===== src/rtl/tlb_search_arbiter.sv =====
// tlb_search_arbiter: shares one TLB search port among fetch, mem and csr requesters.
// Optional macro TLB_ARB_RR_EN selects round-robin; otherwise fixed priority with fetch starvation override.
package tlb_search_arbiter_pkg;
  typedef struct packed {
    logic        found;
    logic [3:0]  index;
    logic [19:0] ppn;
    logic [5:0]  ps;
    logic [1:0]  plv;
    logic [1:0]  mat;
    logic        d;
    logic        v;
  } tlb_result_t;
endpackage

module tlb_search_arbiter
  import tlb_search_arbiter_pkg::*;
#(
  parameter int unsigned STARVE_LIM = 4
) (
  input  logic        clk,
  input  logic        resetn,
  input  logic        tlb_busy,
  input  logic        flush_fetch,
  input  logic        fetch_req,
  input  logic [18:0] fetch_vppn,
  input  logic        fetch_va_bit12,
  input  logic [9:0]  fetch_asid,
  output logic        fetch_gnt,
  output logic        fetch_rvalid,
  output tlb_result_t fetch_result,
  input  logic        mem_req,
  input  logic [18:0] mem_vppn,
  input  logic        mem_va_bit12,
  input  logic [9:0]  mem_asid,
  output logic        mem_gnt,
  output logic        mem_rvalid,
  output tlb_result_t mem_result,
  input  logic        csr_req,
  input  logic [18:0] csr_vppn,
  input  logic        csr_va_bit12,
  input  logic [9:0]  csr_asid,
  output logic        csr_gnt,
  output logic        csr_rvalid,
  output tlb_result_t csr_result,
  output logic [18:0] tlb_s_vppn,
  output logic        tlb_s_va_bit12,
  output logic [9:0]  tlb_s_asid,
  input  tlb_result_t tlb_s_result
);
  localparam logic [1:0] FETCH = 2'd0, MEM = 2'd1, CSR = 2'd2, NONE = 2'd3;

  logic [1:0]  win, own_q, own_d;
  logic [2:0]  req;
  tlb_result_t res_q, res_d;

  assign req = {csr_req, mem_req, fetch_req};

`ifdef TLB_ARB_RR_EN
  logic [1:0] ptr_q, ptr_d, c1, c2;
  // ptr_q is the last winner; search starts at the requester after it
  always_comb begin
    c1    = (ptr_q == CSR) ? FETCH : ptr_q + 2'd1;
    c2    = (c1 == CSR) ? FETCH : c1 + 2'd1;
    win   = tlb_busy ? NONE : req[c1] ? c1 : req[c2] ? c2 : req[ptr_q] ? ptr_q : NONE;
    ptr_d = (win == NONE) ? ptr_q : win;
  end
  always_ff @(posedge clk or negedge resetn)
    if (!resetn) ptr_q <= FETCH;
    else         ptr_q <= ptr_d;
`else
  logic [3:0] starve_q, starve_d;
  logic       starve;
  if (STARVE_LIM < 1 || STARVE_LIM > 15) begin : g_bad_lim
    $error("STARVE_LIM must be in 1..15");
  end
  always_comb begin
    starve   = starve_q >= 4'(STARVE_LIM);
    win      = tlb_busy ? NONE : (starve && fetch_req) ? FETCH : mem_req ? MEM :
               csr_req ? CSR : fetch_req ? FETCH : NONE;
    starve_d = (tlb_busy || !fetch_req || win == FETCH) ? 4'd0 :
               (&starve_q) ? starve_q : starve_q + 4'd1;
  end
  always_ff @(posedge clk or negedge resetn)
    if (!resetn) starve_q <= '0;
    else         starve_q <= starve_d;
`endif

  assign fetch_gnt = win == FETCH;
  assign mem_gnt   = win == MEM;
  assign csr_gnt   = win == CSR;

  // No grant leaves the port on the fetch fields so it never floats
  assign tlb_s_vppn     = mem_gnt ? mem_vppn : csr_gnt ? csr_vppn : fetch_vppn;
  assign tlb_s_va_bit12 = mem_gnt ? mem_va_bit12 : csr_gnt ? csr_va_bit12 : fetch_va_bit12;
  assign tlb_s_asid     = mem_gnt ? mem_asid : csr_gnt ? csr_asid : fetch_asid;

  // A fetch granted under flush is recorded as having no owner
  always_comb begin
    own_d = (fetch_gnt && flush_fetch) ? NONE : win;
    res_d = (win == NONE) ? res_q : tlb_s_result;
  end

  always_ff @(posedge clk or negedge resetn)
    if (!resetn) begin
      own_q <= NONE;
      res_q <= '0;
    end else begin
      own_q <= own_d;
      res_q <= res_d;
    end

  assign fetch_rvalid = own_q == FETCH && !flush_fetch;
  assign mem_rvalid   = own_q == MEM;
  assign csr_rvalid   = own_q == CSR;
  assign fetch_result = res_q;
  assign mem_result   = res_q;
  assign csr_result   = res_q;
endmodule

===== config.mk =====
export PLATFORM = sky130hd
export DESIGN_NAME = tlb_search_arbiter
export DESIGN_NICKNAME = d
export VERILOG_FILES = /design/src/rtl/tlb_search_arbiter.sv
export SDC_FILE = /design/constraint.sdc
export NUM_CORES = 1
export LEC_CHECK = 0
export CORE_AREA = 5 5 107 109
export DETAILED_ROUTE_END_ITERATION = 6
export DIE_AREA = 0 0 112 114
export GPL_ROUTABILITY_DRIVEN = 0
export PLACE_DENSITY = 0.77
export SLEW_MARGIN = 15
export SYNTH_ARGS = -nofsm -noshare
export SYNTH_HDL_FRONTEND = slang
export SYNTH_SLANG_ARGS = --single-unit

===== constraint.sdc =====
create_clock -name clk -period 1.6 [get_ports clk]
set_input_delay 0.24 -clock clk [delete_from_list [all_inputs] [get_ports clk]]
set_output_delay 0.24 -clock clk [all_outputs]
set_load 0.005 [all_outputs]

# Yosys cells after proc, flatten, opt, wreduce, memory -nomap -nowiden
# Index checks and enable logic that the tools add are counted.
classes:
  n_eq_ne: 6
  magnitude_cmp: 1
  n_addsub: 1
  reduce_logical: 10
  muxes: 14
op_table:
  columns: ["operator", "n"]
  rows:
  - ["19-bit 2-to-1 mux", 2]
  - ["10-bit 2-to-1 mux", 2]
  - ["2-bit 2-to-1 mux", 6]
  - ["4-bit 2-to-1 mux", 2]
  - ["2-bit equality test, second input constant", 3]
  - ["4-bit by 1-bit adder with 4-bit output, second input constant", 1]
  - ["2-bit by 1-bit equality test with 1-bit output, second input constant", 2]
  - ["4-bit by 3-bit >= comparator with 1-bit output, second input constant", 1]
  - ["2-bit zero test", 2]
  - ["4-bit AND reduction", 1]
  - ["1-bit logical AND", 3]
  - ["1-bit zero test", 2]
  - ["1-bit logical OR", 2]
  - ["1-bit 2-to-1 mux", 2]
  - ["2-bit inequality test, second input constant", 1]
totals:
  word_cells: 42
  output_inout_bits: 147
  in_bits: 134
  register_bits: 43

# Logic depth before layout (Yosys ltp)
# Gate-level depths: netlist (run 1).
logic_depth:
  depth_word: 8
  mapped_depth: 4
  depth_no_buf: 4

# Worst setup path after synthesis (run 1)
# No wires, ideal clock.
synth_path:
  path_kind: "reg2out"
  start: "reg starve_q[3]"
  end: "out tlb_s_asid[2]"
  arrival_ps: 1224
  setup_slack_ps: 136
  stages_incl_launch_ff: 5
  t_required_ps: 1360
  path_cell_list: "dfrtp_1 > o21a_4 > nor3_4 > buf_6 > a2bb2oi_1"
synth_between:
  elab_chain_cells: 7
  word_cells_on_any_way: 8
synth_lines:
  columns: ["item", "line", "text"]
  rows:
  - ["start, declared", "72", "logic [3:0] starve_q, starve_d;"]
  - ["start signal, assigned", "86", "else starve_q <= starve_d;"]
  - ["4-bit by 3-bit >= comparator with 1-bit output *", "78", "starve = starve_q >= 4'(STARVE_LIM);"]
  - ["1-bit logical AND *", "79", "win = tlb_busy ? NONE : (starve && fetch_req) ? FETCH : mem_req ? MEM :"]
  - ["2-bit 2-to-1 mux * (2 in a row)", "79", null]
  - ["2-bit equality test", "91", "assign csr_gnt = win == CSR;"]
  - ["10-bit 2-to-1 mux", "96", "assign tlb_s_asid = mem_gnt ? mem_asid : csr_gnt ? csr_asid : fetch_asid;"]
  - ["10-bit 2-to-1 mux *", "96", null]
  - ["end, declared", "48", "output logic [9:0] tlb_s_asid,"]
# Mark *: on every way between the ends. The rest lies on a longest branch, timed or not.

# Final worst setup path (run 1)
layout_path:
  start: "reg starve_q[2]"
  end: "out tlb_s_vppn[12]"
layout_between:
  elab_chain_cells: 7
  word_cells_on_any_way: 8
layout_lines:
  columns: ["item", "line", "text"]
  rows:
  - ["4-bit by 3-bit >= comparator with 1-bit output *", "78", null]
  - ["1-bit logical AND *", "79", null]
  - ["2-bit 2-to-1 mux * (2 in a row)", "79", null]
  - ["2-bit equality test", "91", null]
  - ["19-bit 2-to-1 mux", "94", "assign tlb_s_vppn = mem_gnt ? mem_vppn : csr_gnt ? csr_vppn : fetch_vppn;"]
  - ["19-bit 2-to-1 mux *", "94", null]
  - ["end, declared", "46", "output logic [18:0] tlb_s_vppn,"]
# Marks and branches as above.

==> flow_summary.yaml, run 1 <==
outcome:
  status: "finished, violations left"
  violations: "setup timing"
setup_path:
  reg2reg_from: "starve_q[2]"
  start_kind: "flop"
  cp_max_fo: 5
  arrival_ns: 1.71
  worstSetupEndpoint: "tlb_s_vppn[12]"
  path_class: "reg2out"
  r2r_cells: 3
  endpoint_kind: "output port"
  worstReg2RegEnd: "starve_q[2]"
  regToRegSetupSlack_ns: 0.30
  required_ns: 1.36
  critPathLaunch: "starve_q[2]"
clocking:
  cts_root_buf: "clkbuf_8"
  cts_tree: "yes"
  cts-buffers-inserted: 5
  clock_latency_ns: 0.29
  htree_levels: 2
  clock_sinks: 43
  clkSlewWorstSetupHoldPaths_ns: 0.09
  cts_buffer_depth: 2
synth:
  seq_area_frac_synth: 0.365
  ys_warn_count: 0
  syn_inst: 263
  synth_area_mm2: 0.00296
  synth_cell_types: 28
  synth_nets: 398
  synth.avg_cell_area_um2: 11.2
  ys_ff_latch: 43
timing:
  fin_ws_ns: -0.349
  hold_violations: 0
  maxSlewViolCount: 0
  fin_crit_ns: 1.95
  rsz0062_at_grt: "yes"
  period_share: 1.22
  setup_viol: 32
  fmax_ghz: 0.513
  fin_skew_ns: 0.00337
placed_design:
  port_buffers: 280
  hpwl_um: 8950
  postPlaceCellArea_mm2: 0.00549
  dp_cells: 612
power_and_ir_drop:
  power_per_cell_area_mw_per_mm2: 672
  leakage_nw: 2.38
  max-vdd-ir-drop_uv: 278
  total_power_mw: 3.86
route:
  avgRoutedWirePerCell_um: 18.4
  viasPerCell: 4.60
  drt_pass1_iterations: 4
  vias: 2883
  ant_nets: 0
  drc: 0
  drt_wl_total_um: 11500
  drt_iter0_drc: 80
global_route:
  grt_pass1_vias: 3092
  grtUsageTotal: 0.166
  grt_pass1_wl_um: 17100
  overflow: 0
  grt_max_degree: 26
  antenna_found_initial: 0
finish:
  instances_no_fill: 627
  fill_cells: 920
  nNetsFinal: 622
  drive_gt1_frac: 0.296
  final_area_mm2: 0.00574
  area_growth_pct: 94.3
  diodes: 0
  fin_util: 0.547
min_path:
  hp-class: "in2async"
floorplan:
  start_util: 0.281
  die_y_um: 114
  placementRows: 38
  io_pins: 281
  core_area_mm2: 0.0105
  die_area_mm2: 0.0128
  die_x_um: 112
job:
  maxCapViolations: 0
## how the worst min path moves through the flow
| stage | startpoint | end | slack (ns) | cells after the start |
|---|---|---|---|---|
| 2_1_floorplan | resetn | csr_result[0] | -0.06 | 0 |
| 3_3_place_gp | resetn | csr_result[1] | 0.20 | 1 |
| 3_5_place_dp | resetn | csr_result[25] | 0.21 | 1 |
| 4_1_cts | resetn | csr_result[1] | 0.43 | 2 |
| 5_1_grt | resetn | csr_result[21] | 0.45 | 2 |
| 6_report | resetn | csr_result[21] | 0.42 | 2 |
## state kept, by name, summed over array words and instances, names as in the netlist
register	flops
csr_result	37
own_q	2
starve_q	4
## placed cells by master (no fill, tap or decap), drive strengths merged
master         instances
conb                   1
clkinv                 2
dlygate4sd3            1
a2bb2oi               30
nor2                   9
buf                   58
or4                    1
dfstp                  2
o21bai                 1
ha                     1
nand3                  1
o21a                   1
dfrtp                 41
mux2                  37
inv                    2
clkdlybuf4s50        240
mux2i                  1
nor2b                  2
clkbuf                 7
a21oi                  1
o22ai                 31
dlygate4sd2            6
nor3                   6
nor3b                  1
nand2b                 4
## layer usage
metal	global-route usage	share of wire
met1	0.184	0.37
met2	0.310	0.53
met3	0.0430	0.080
met4	0.0545	0.024
met5	0	0
## per-stage QoR
step | setup slack, ns | hold WS (ns) | TNS (ns)
global placement | -0.620 | 0.202 | -27.74
finish | -0.349 | 0.419 | -9.06
global route | -0.428 | 0.449 | -11.52
detailed placement | -0.639 | 0.215 | -28.87
CTS | -0.365 | 0.426 | -9.75
floorplan | 0.136 | -0.0556 | 0
## logic make-up (layout without fill, tap and decap cells)
kind of cell               Yosys count  in the layout  share of synthesized area
muxes                               38             38                      0.182
adders and majority gates            1              1                    0.00423
DFF                                 43             43                      0.365
and+or+nand+nor                     24             24                     0.0491
buffers and inverters               92            316                      0.230
AOI/OAI and AO/OA                   64             64                      0.168
other                                1              1                    0.00127
## report_power, final
group / switching (mW) / total (mW) / internal (mW)
logic: 0.548 / 1.83 / 1.28
clock network: 0.396 / 0.696 / 0.300
registers: 0.131 / 1.34 / 1.21
total: 1.08 / 3.86 / 2.79
## cell type report
cell class                      count  area (um^2)  area share
Timing Repair Buffer              307         3000       0.523
Clock inverter                      2         13.8     0.00240
Tap cell                          140          175      0.0305
Sequential cell                    43         1080       0.188
Inverter                            2         7.51     0.00131
Multi-Input combinational cell    128         1400       0.243
Clock buffer                        5         68.8      0.0120
## timing repair
item | 4_1_cts | 5_1_grt
hold endpoints to repair | 18 | 0
hold buffers | 1 | 0
cloned | 3 | 1
resized for setup | 170 | 9
endpoints found under the setup margin | 36 | 33
pin swaps | 4 | 0
setup buffers | 5 | 0
## cell usage after synthesis (all sizes together)
master	n	area [um^2]
nor2b	2	12.5
o21bai	1	7.51
mux2	37	529
nor3	6	46.3
buf	87	661
ha	1	12.5
a21oi	1	5.00
nand3	1	5.00
clkbuf	3	11.3
mux2i	1	10.0
nand2b	4	25.0
or4	1	7.51
dfstp	2	52.6
conb	1	3.75
o21a	1	15.0
nor2	9	41.3
a2bb2oi	30	275
dfrtp	41	1030
o22ai	31	194
inv	2	7.51
nor3b	1	7.51
## worst max-delay path, cell delays in order (launching register included)
cell and delay [ns]:
dfrtp_1 0.41, o21a_4 0.24, nor3_4 0.15, buf_6 0.16
buf_12 0.11, buf_16 0.11, a2bb2oi_2 0.13, buf_2 0.12
Note: power is estimated with default switching activity, not from simulation.
==> run 2: changes to the inputs <==
--- a/config.mk
+++ b/config.mk
@@ -5,6 +5,7 @@
 export SDC_FILE = /design/constraint.sdc
 export NUM_CORES = 1
 export LEC_CHECK = 0
+export ABC_AREA = 0
 export CORE_AREA = 5 5 107 109
 export DETAILED_ROUTE_END_ITERATION = 6
 export DIE_AREA = 0 0 112 114
==> results of run 2 <==
Same layout as run 1: the final DEF is identical, and so are final timing and power.
